===== config.mk =====
export PLATFORM = sky130hd
export DESIGN_NAME = condition_register
export DESIGN_NICKNAME = d
export VERILOG_FILES = /design/src/rtl/condition_register.sv
export SDC_FILE = /design/constraint.sdc
export NUM_CORES = 1
export LEC_CHECK = 0
export ABC_AREA = 1
export BUFFER_PORTS_ARGS = -buffer_cell sky130_fd_sc_hd__buf_2
export CORE_ASPECT_RATIO = 0.8
export CORE_MARGIN = 2
export CORE_UTILIZATION = 58
export CTS_CLUSTER_DIAMETER = 40
export CTS_CLUSTER_SIZE = 10
export DETAILED_ROUTE_END_ITERATION = 8
export HOLD_SLACK_MARGIN = 0.06
export PLACE_DENSITY = 0.88
export SYNTH_ARGS = -nofsm -noshare
export SYNTH_HDL_FRONTEND = slang
export SYNTH_SLANG_ARGS = --single-unit

===== constraint.sdc =====
create_clock -name clk -period 3.8 [get_ports clk]
set_input_delay 0.57 -clock clk [delete_from_list [all_inputs] [get_ports clk]]
set_output_delay 0.57 -clock clk [all_outputs]
set_load 0.01 [all_outputs]

===== src/rtl/condition_register.sv =====
// -----------------------------------------------------------------------------
// condition_register
//
// Captures the ALU condition flags (Z, C, S) into the sequencer-visible
// condition register once the ALU outputs have stayed unchanged for
// SETTLE_CYCLES consecutive clock edges. This models relay settle time on the
// result/zero/carry lines. The block also cross-checks the captured zero-detect
// signal against the captured result bits. It raises a sticky error when the
// two disagree.
//
// Parameters
//   SETTLE_CYCLES : consecutive stable edges required before capture (1..15)
//
// Ports
//   clk       in   system clock, rising-edge active
//   reset_n   in   asynchronous active-low reset
//   ld_req    in   load request, honoured only while idle
//   clr_req   in   clear request: zeroes the flags and aborts a pending load
//   result    in   8-bit ALU result bus
//   zero      in   ALU zero-detect (expected 1 when result == 0)
//   carry     in   ALU carry out
//   flag_z    out  latched zero flag
//   flag_c    out  latched carry flag
//   flag_s    out  latched sign flag (captured result[7])
//   busy      out  high while waiting for the inputs to settle
//   done      out  one-cycle pulse following a flag update
//   zero_err  out  sticky zero-detect disagreement, cleared only by reset
// -----------------------------------------------------------------------------
module condition_register #(
  parameter int SETTLE_CYCLES = 4
) (
  input  logic       clk,
  input  logic       reset_n,
  input  logic       ld_req,
  input  logic       clr_req,
  input  logic [7:0] result,
  input  logic       zero,
  input  logic       carry,
  output logic       flag_z,
  output logic       flag_c,
  output logic       flag_s,
  output logic       busy,
  output logic       done,
  output logic       zero_err
);

  typedef enum logic {
    S_IDLE   = 1'b0,
    S_SETTLE = 1'b1
  } state_t;

  localparam logic [3:0] CNT_LAST = 4'(SETTLE_CYCLES - 1);

  state_t     r_state;
  state_t     w_state_nxt;

  // Snapshot layout: {result[7:0], zero, carry}
  logic [9:0] r_snap;
  logic [3:0] r_cnt;

  logic       r_flag_z;
  logic       r_flag_c;
  logic       r_flag_s;
  logic       r_done;
  logic       r_zero_err;

  logic [9:0] w_in;
  logic       w_match;
  logic       w_cnt_last;

  // Per-cycle control strobes, decoded from state and inputs
  logic       w_load;
  logic       w_restart;
  logic       w_capture;
  logic       w_cnt_inc;
  logic       w_clear;

  // True when the captured zero-detect bit disagrees with the captured result
  function automatic logic zero_mismatch(input logic [9:0] snap);
    logic [7:0] res;
    logic       z;
    res = snap[9:2];
    z   = snap[1];
    return z != (res == 8'h00);
  endfunction

  assign w_in       = {result, zero, carry};
  assign w_match    = (w_in == r_snap);
  assign w_cnt_last = (r_cnt == CNT_LAST);

  // ---------------------------------------------------------------------------
  // State register
  // ---------------------------------------------------------------------------
  always_ff @(posedge clk or negedge reset_n) begin
    if (!reset_n) begin
      r_state <= S_IDLE;
    end else begin
      r_state <= w_state_nxt;
    end
  end

  // ---------------------------------------------------------------------------
  // Next-state logic
  // ---------------------------------------------------------------------------
  always_comb begin
    w_state_nxt = r_state;
    unique case (r_state)
      S_IDLE: begin
        // A clear in the same cycle swallows the load request.
        if (ld_req && !clr_req) begin
          w_state_nxt = S_SETTLE;
        end
      end
      S_SETTLE: begin
        if (clr_req) begin
          w_state_nxt = S_IDLE;
        end else if (w_match && w_cnt_last) begin
          w_state_nxt = S_IDLE;
        end
      end
      default: w_state_nxt = S_IDLE;
    endcase
  end

  // ---------------------------------------------------------------------------
  // Output / control decode
  // ---------------------------------------------------------------------------
  always_comb begin
    w_load    = 1'b0;
    w_restart = 1'b0;
    w_capture = 1'b0;
    w_cnt_inc = 1'b0;
    w_clear   = clr_req;
    busy      = 1'b0;
    unique case (r_state)
      S_IDLE: begin
        w_load = ld_req && !clr_req;
      end
      S_SETTLE: begin
        busy = 1'b1;
        if (!clr_req) begin
          // Any change on the watched inputs restarts the settle window.
          if (!w_match) begin
            w_restart = 1'b1;
          end else if (w_cnt_last) begin
            w_capture = 1'b1;
          end else begin
            w_cnt_inc = 1'b1;
          end
        end
      end
      default: begin
        busy = 1'b0;
      end
    endcase
  end

  // ---------------------------------------------------------------------------
  // Snapshot and settle counter
  // ---------------------------------------------------------------------------
  always_ff @(posedge clk or negedge reset_n) begin
    if (!reset_n) begin
      r_snap <= '0;
      r_cnt  <= '0;
    end else begin
      if (w_load || w_restart) begin
        r_snap <= w_in;
        r_cnt  <= '0;
      end else if (w_cnt_inc) begin
        r_cnt  <= r_cnt + 4'd1;
      end
    end
  end

  // ---------------------------------------------------------------------------
  // Condition flags, done pulse and sticky error
  // ---------------------------------------------------------------------------
  always_ff @(posedge clk or negedge reset_n) begin
    if (!reset_n) begin
      r_flag_z   <= 1'b0;
      r_flag_c   <= 1'b0;
      r_flag_s   <= 1'b0;
      r_done     <= 1'b0;
      r_zero_err <= 1'b0;
    end else begin
      r_done <= w_capture;
      if (w_clear) begin
        r_flag_z <= 1'b0;
        r_flag_c <= 1'b0;
        r_flag_s <= 1'b0;
      end else if (w_capture) begin
        r_flag_z <= r_snap[1];
        r_flag_c <= r_snap[0];
        r_flag_s <= r_snap[9];
      end
      // Sticky: only reset clears it; clr_req deliberately leaves it alone.
      if (w_capture && zero_mismatch(r_snap)) begin
        r_zero_err <= 1'b1;
      end
    end
  end

  assign flag_z   = r_flag_z;
  assign flag_c   = r_flag_c;
  assign flag_s   = r_flag_s;
  assign done     = r_done;
  assign zero_err = r_zero_err;

endmodule


==> results.tsv, run 1 <==
metric	value	unit
Rows	14	
Final min period	1550	ps
root buffer cell	clkbuf_4	
crit path cell chain	ha_1 -> a21oi_1 -> nand3_1 -> nand3_1 -> nand2_1	
most frequent cells in the layout	nand2_1, inv_1, dfrtp_1	
RSZ-0062 raised after global routing	no	
Num CTS Buffers	3	
YS warnings	0	
Synth Register Bits	20	
drt total wl	2.25	mm
Crit Path Class	flip-flop to flip-flop	
Post-CTS Resized	0	
Setup-failing EPs final	0	
Fin Setup TNS	0	ps
Antenna Cells	0	
Clock Path Buffers	2	
Clk Latency, worst-skew pair	300	ps
Unique masters post-synth	23	
Final Slew Violations	0	
post-layout util	0.678	
GRT Residual Overflow	0	
clock slew at reported path FFs	120	ps
TritonCTS Sinks	20	
antenna-violating nets left	0	
worst-margin pin slew	467	ps
All-Layer GR Usage	0.230	
GP Congestion	0.770	
Area Overhead vs Synth	12.2	%
die area	0.00228	sq mm
Max Cap Viol	0	
max incr delay on CP	430	ps
Post-CTS Hold Buffers	0	
layout net count	179	
Post-CTS Setup Inserts	0	
worst IR drop on VDD	277	uV
fin crit share	0.408	
total power	484	uW
layout cell share with drive strength beyond 1	0.233	
DIE HEIGHT	43.1	um
PwrDens	389	mW/mm^2
wire per inst	12.0	um
IO Pins	20	
via/cell ratio	5.11	
drt drc	0	
sequential share of the synthesized area	0.450	
vias	956	
dpl ws	2050	ps
Placed Instances	183	
worst setup margin	2250	ps
Crit Path Max Fanout	6	
Max transition margin	0.689	
CP dominant cell by count	nand3_1	
Crit-path slowest cell	dfrtp_1	
worst endpoint required time	4010	ps
die width	52.9	um
Tightest Hold Check Type	input port to asynchronous set/reset pin	
largest net degree at the start of global routing	28	
CP arrival	1760	ps
DP Wirelength	1.66	mm
Core ar.	0.00184	sq mm
vias in the first global route	925	
Setup crit end kind	flip-flop	
syn_area_per_cell	7.82	sq um
Hold Violations, Final	0	
Hold WS	185	ps
I/O Buffers	19	
cells after synthesis	142	
Max Clock Freq	0.645	GHz
status	finished, final reports clean	
post-synthesis cell area	0.00111	sq mm
H-tree depth	1	
Starting Density	0.604	
Mapped Nets	157	
fin cells	187	
initial antenna violation count	0	
commonest non-fill, non-tap cell in the layout	nand2_1	
CTS tree	done	
first-pass GRT wire length	3.82	mm
skew final	1.28	ps
filler cell count	158	
Leak	0.713	nW
reg2reg path depth	5	
Pre-antenna DRT Iters	4	
CP Launch Type	flip-flop	
DP Area	0.00121	sq mm
Starting DRT DRC Count	13	
fin area	0.00125	sq mm
[synth_stat cells]
| cell type | number | area share |
|---|---|---|
| nand3_2 | 1 | 0.0090 |
| nor2_4 | 1 | 0.010 |
| nand4_1 | 1 | 0.0056 |
| inv_2 | 4 | 0.014 |
| o21bai_1 | 1 | 0.0068 |
| nand4_4 | 1 | 0.019 |
| xnor2_1 | 2 | 0.016 |
| o21ai_1 | 3 | 0.014 |
| buf_6 | 1 | 0.010 |
| buf_8 | 1 | 0.014 |
| nand2_4 | 1 | 0.010 |
| ha_1 | 1 | 0.011 |
| nand2_2 | 4 | 0.023 |
| nand3_1 | 16 | 0.072 |
| nor2_2 | 2 | 0.011 |
| nor2_1 | 6 | 0.020 |
| a21oi_2 | 1 | 0.0079 |
| o21ai_0 | 8 | 0.036 |
| inv_1 | 20 | 0.068 |
| xor2_1 | 3 | 0.024 |
| dfrtp_1 | 20 | 0.45 |
| nand2_1 | 43 | 0.15 |
| a21oi_1 | 1 | 0.0045 |
[cell families (layout without fill, tap and decap cells)]
logic type / after synthesis / count (layout) / share of synthesized area
flops: 20 / 20 / 0.450
xor+xnor: 5 / 5 / 0.0394
simple gates: 76 / 76 / 0.325
compound gates: 14 / 14 / 0.0687
buf+inv: 26 / 47 / 0.105
fa+ha+maj: 1 / 1 / 0.0113
[flip-flops by register name, summed over array words and instances, names as in the netlist]
signal	flops
done	1
flag_c	1
flag_s	1
flag_z	1
r_cnt	4
r_snap	10
r_state	1
zero_err	1
[where the power goes]
| group | internal, mW | total [mW] | switching [mW] |
|---|---|---|---|
| sequential | 0.234 | 0.256 | 0.0219 |
| clock | 0.0585 | 0.128 | 0.0693 |
| combinational | 0.0366 | 0.101 | 0.0640 |
[worst paths after layout]
check / startpoint / endpoint / slack [ps]
setup / recovery: r_cnt[0] / r_cnt[1] / 2250
hold / removal: reset_n / r_snap[9] / 180
setup reg to reg: r_cnt[0] / r_cnt[1] / 2250
hold reg to reg: zero_err / zero_err / 500
max in group asynchronous: reset_n / r_snap[2] / 3320
min in group clk: zero_err / zero_err / 500
[cell type report]
type | instances | area, sq um | share of cell area
timing repair buffer | 19 | 95.1 | 0.0763
tap | 24 | 30.0 | 0.0241
multi-input combinational | 96 | 494 | 0.397
clock buffer | 4 | 36.3 | 0.0291
sequential | 20 | 500 | 0.402
inverter | 24 | 90.1 | 0.0723
[per-layer routing]
layer / GRT usage / up-vias / share of wire
li1: - / 482 / -
met1: 0.284 / 448 / 0.45
met2: 0.373 / 20 / 0.48
met3: 0.0669 / 6 / 0.043
met4: 0.0923 / 0 / 0.023
met5: 0 / - / 0
[worst max-delay path: cells and delay by family, from the launching register on]
kind                     cells  cell delay, ps
AO/OA/AOI/OAI                1             420
adder cells (fa/ha/maj)      1             250
flip-flops                   1             430
AND/OR/NAND/NOR              3             360
(Power assumes the default switching activity.)
==> run 2: changes to the inputs <==
Settings changed: ABC_AREA 1 to 0, CORE_UTILIZATION 58 to 53, PLACE_DENSITY 0.88 to 0.83.
Clock period 3.8 ns to 1.5 ns, I/O delays scaled along.
==> results.tsv, run 2 <==
metric	value	unit
status	finished with violations	
failing checks	setup timing	
layout cell share with drive strength beyond 1	0.606	
number of enable flip-flop cells after synthesis	0	
skew final	3.09	ps
initial antenna violation count	0	
most common cell in the netlist	dfrtp_1	
die area	0.00238	sq mm
syn_area_per_cell	13.1	sq um
cell taking the most area after synthesis	dfrtp_1	
Synth top area share	0.472	
GRT Residual Overflow	0	
xor-xnor portion of the synthesized cell area	0.116	
Mapped Nets	96	
main flop type after synthesis	dfrtp_1	
layout net count	149	
max incr delay on CP	430	ps
fin area	0.00155	sq mm
YS warnings	0	
Crit Path Class	flip-flop to flip-flop	
Max Cap Viol	0	
Setup-failing EPs final	20	
Unique masters post-synth	24	
Compound-Gate Fraction of Synth Area	0.0496	
Num CTS Buffers	3	
filler cell count	99	
Max transition margin	0.697	
mux contribution to synthesized area	0.166	
Final min period	1990	ps
DP Wirelength	1.69	mm
IO Pins	20	
CTS tree	done	
drt total wl	2.82	mm
largest net degree at the start of global routing	21	
I/O Buffers	19	
Crit Path Max Fanout	3	
ranking of synthesized cells by area	dfrtp_1, mux2_4, xor2_1	
sequential cell area	500	sq um
RSZ-0062 raised after global routing	yes	
Simple-Gate Fraction of Synth Area	0.174	
post-synthesis cell area	0.00106	sq mm
main combinational cell family by area after synthesis	simple AND/OR/NAND/NOR gates	
most frequent cells in the layout	buf_4, dfrtp_1, buf_2	
crit path cell chain	xor2_2 -> nor4_4 -> and2_4 -> buf_4 -> buf_6 -> a311oi_4 -> mux2_4	
Rows	14	
CP Buf/Inv Count	2	
Area Overhead vs Synth	46.5	%
vias in the first global route	876	
commonest non-fill, non-tap cell in the layout	buf_4	
Leak	0.761	nW
root buffer cell	clkbuf_4	
TritonCTS Sinks	20	
PwrDens	842	mW/mm^2
first-pass GRT wire length	4.00	mm
Synth Register Bits	20	
post-layout util	0.821	
GP Congestion	0.926	
Tightest Hold Check Type	input port to flip-flop	
worst-margin pin slew	455	ps
worst setup margin	-491	ps
cells after synthesis	81	
H-tree depth	1	
FFs w/ async S/R, synth	1.00	
Final Slew Violations	0	
die width	54.0	um
Post-Synth Adder-Cell Area	0.0118	
Crit-path slowest cell	dfrtp_1	
worst IR drop on VDD	774	uV
CP Launch Type	flip-flop	
Largest regs	r_snap: 10 flops, r_cnt: 4 flops	
CP arrival	2200	ps
Max Clock Freq	0.502	GHz
setup slack, reg-to-reg	-490	ps
Setup crit end kind	flip-flop	
All-Layer GR Usage	0.247	
vias	829	
Clock Path Buffers	2	
most flop-heavy register	r_snap	
drt drc	0	
worst endpoint required time	1710	ps
Starting DRT DRC Count	15	
DIE HEIGHT	44.0	um
Pre-antenna DRT Iters	4	
DP Area	0.00139	sq mm
Core ar.	0.00189	sq mm
antenna-violating nets left	0	
wire per inst	18.1	um
Fin Setup TNS	-8050	ps
Clk Latency, worst-skew pair	310	ps
Hold Violations, Final	0	
critical path's top delay family	flip-flops	
synth cell count leaders	dfrtp_1, xor2_1, mux2_4, nor2_1, nand2_1	
Largest register FFs	10	
multi-input logic area	657	sq um
via/cell ratio	5.31	
clock slew at reported path FFs	100	ps
Antenna Cells	0	
sequential share of the synthesized area	0.472	
Starting Density	0.560	
fin crit share	1.33	
## run 2: area by class of cell
type / count / share of cell area
multi-input combinational: 60 / 0.423
sequential: 20 / 0.322
tap: 24 / 0.0193
clock buffer: 3 / 0.0145
timing repair buffer: 49 / 0.221
## run 2: final timing paths
| path | from | end | depth (start not counted) |
|---|---|---|---|
| max in group asynchronous | reset_n | r_snap[5] | 2 |
| worst min-delay path | result[6] | r_snap[8] | 2 |
| worst max-delay path | r_snap[9] | r_snap[0] | 7 |
| worst max register to register | r_snap[9] | r_snap[0] | 7 |
| min in group asynchronous | reset_n | r_cnt[0] | 2 |
| worst min register to register | zero_err | zero_err | 1 |
## run 2: metrics by stage
| step | hold slack [ps] | total power [mW] | setup slack (ps) | instances |
|---|---|---|---|---|
| 4_1_cts | 163 | 1.27 | -428 | 153 |
| 2_1_floorplan | -70.6 | 0.812 | -341 | 81 |
| 5_1_grt | 163 | 1.37 | -544 | 156 |
| 3_5_place_dp | 200 | 0.989 | -414 | 148 |
| 6_report | 174 | 1.31 | -491 | 156 |
| 3_3_place_gp | 197 | 0.975 | -401 | 148 |
## run 2: where the power goes
group,switching [mW],internal [mW]
Clock,0.161,0.0941
Sequential,0.0471,0.582
Combinational,0.190,0.233
## run 2: cells by family after synthesis
family / after synthesis
muxes: 13
adders and majority gates: 1
xor gates and xnor gates: 14
and+or+nand+nor: 27
buffers and inverters: 1
AOI/OAI and AO/OA: 5
DFF: 20
## run 2: repair_timing
item | CTS | global route
buffers inserted | 1 | 3
hold buffers | 1 | 0
endpoints found under the hold margin | 20 | 0
cloned | 0 | 0
pin swaps | 2 | 2
endpoints found under the setup margin | 20 | 20
gates resized for setup | 7 | 11
## run 2: metal layers
| metal | vias up | routed length [um] | global-route usage |
|---|---|---|---|
| met5 | - | 0 | 0 |
| met4 | 0 | 48 | 0.0900 |
| met3 | 8 | 156 | 0.0793 |
| met2 | 27 | 1510 | 0.412 |
| met1 | 410 | 1110 | 0.297 |
| li1 | 384 | - | - |
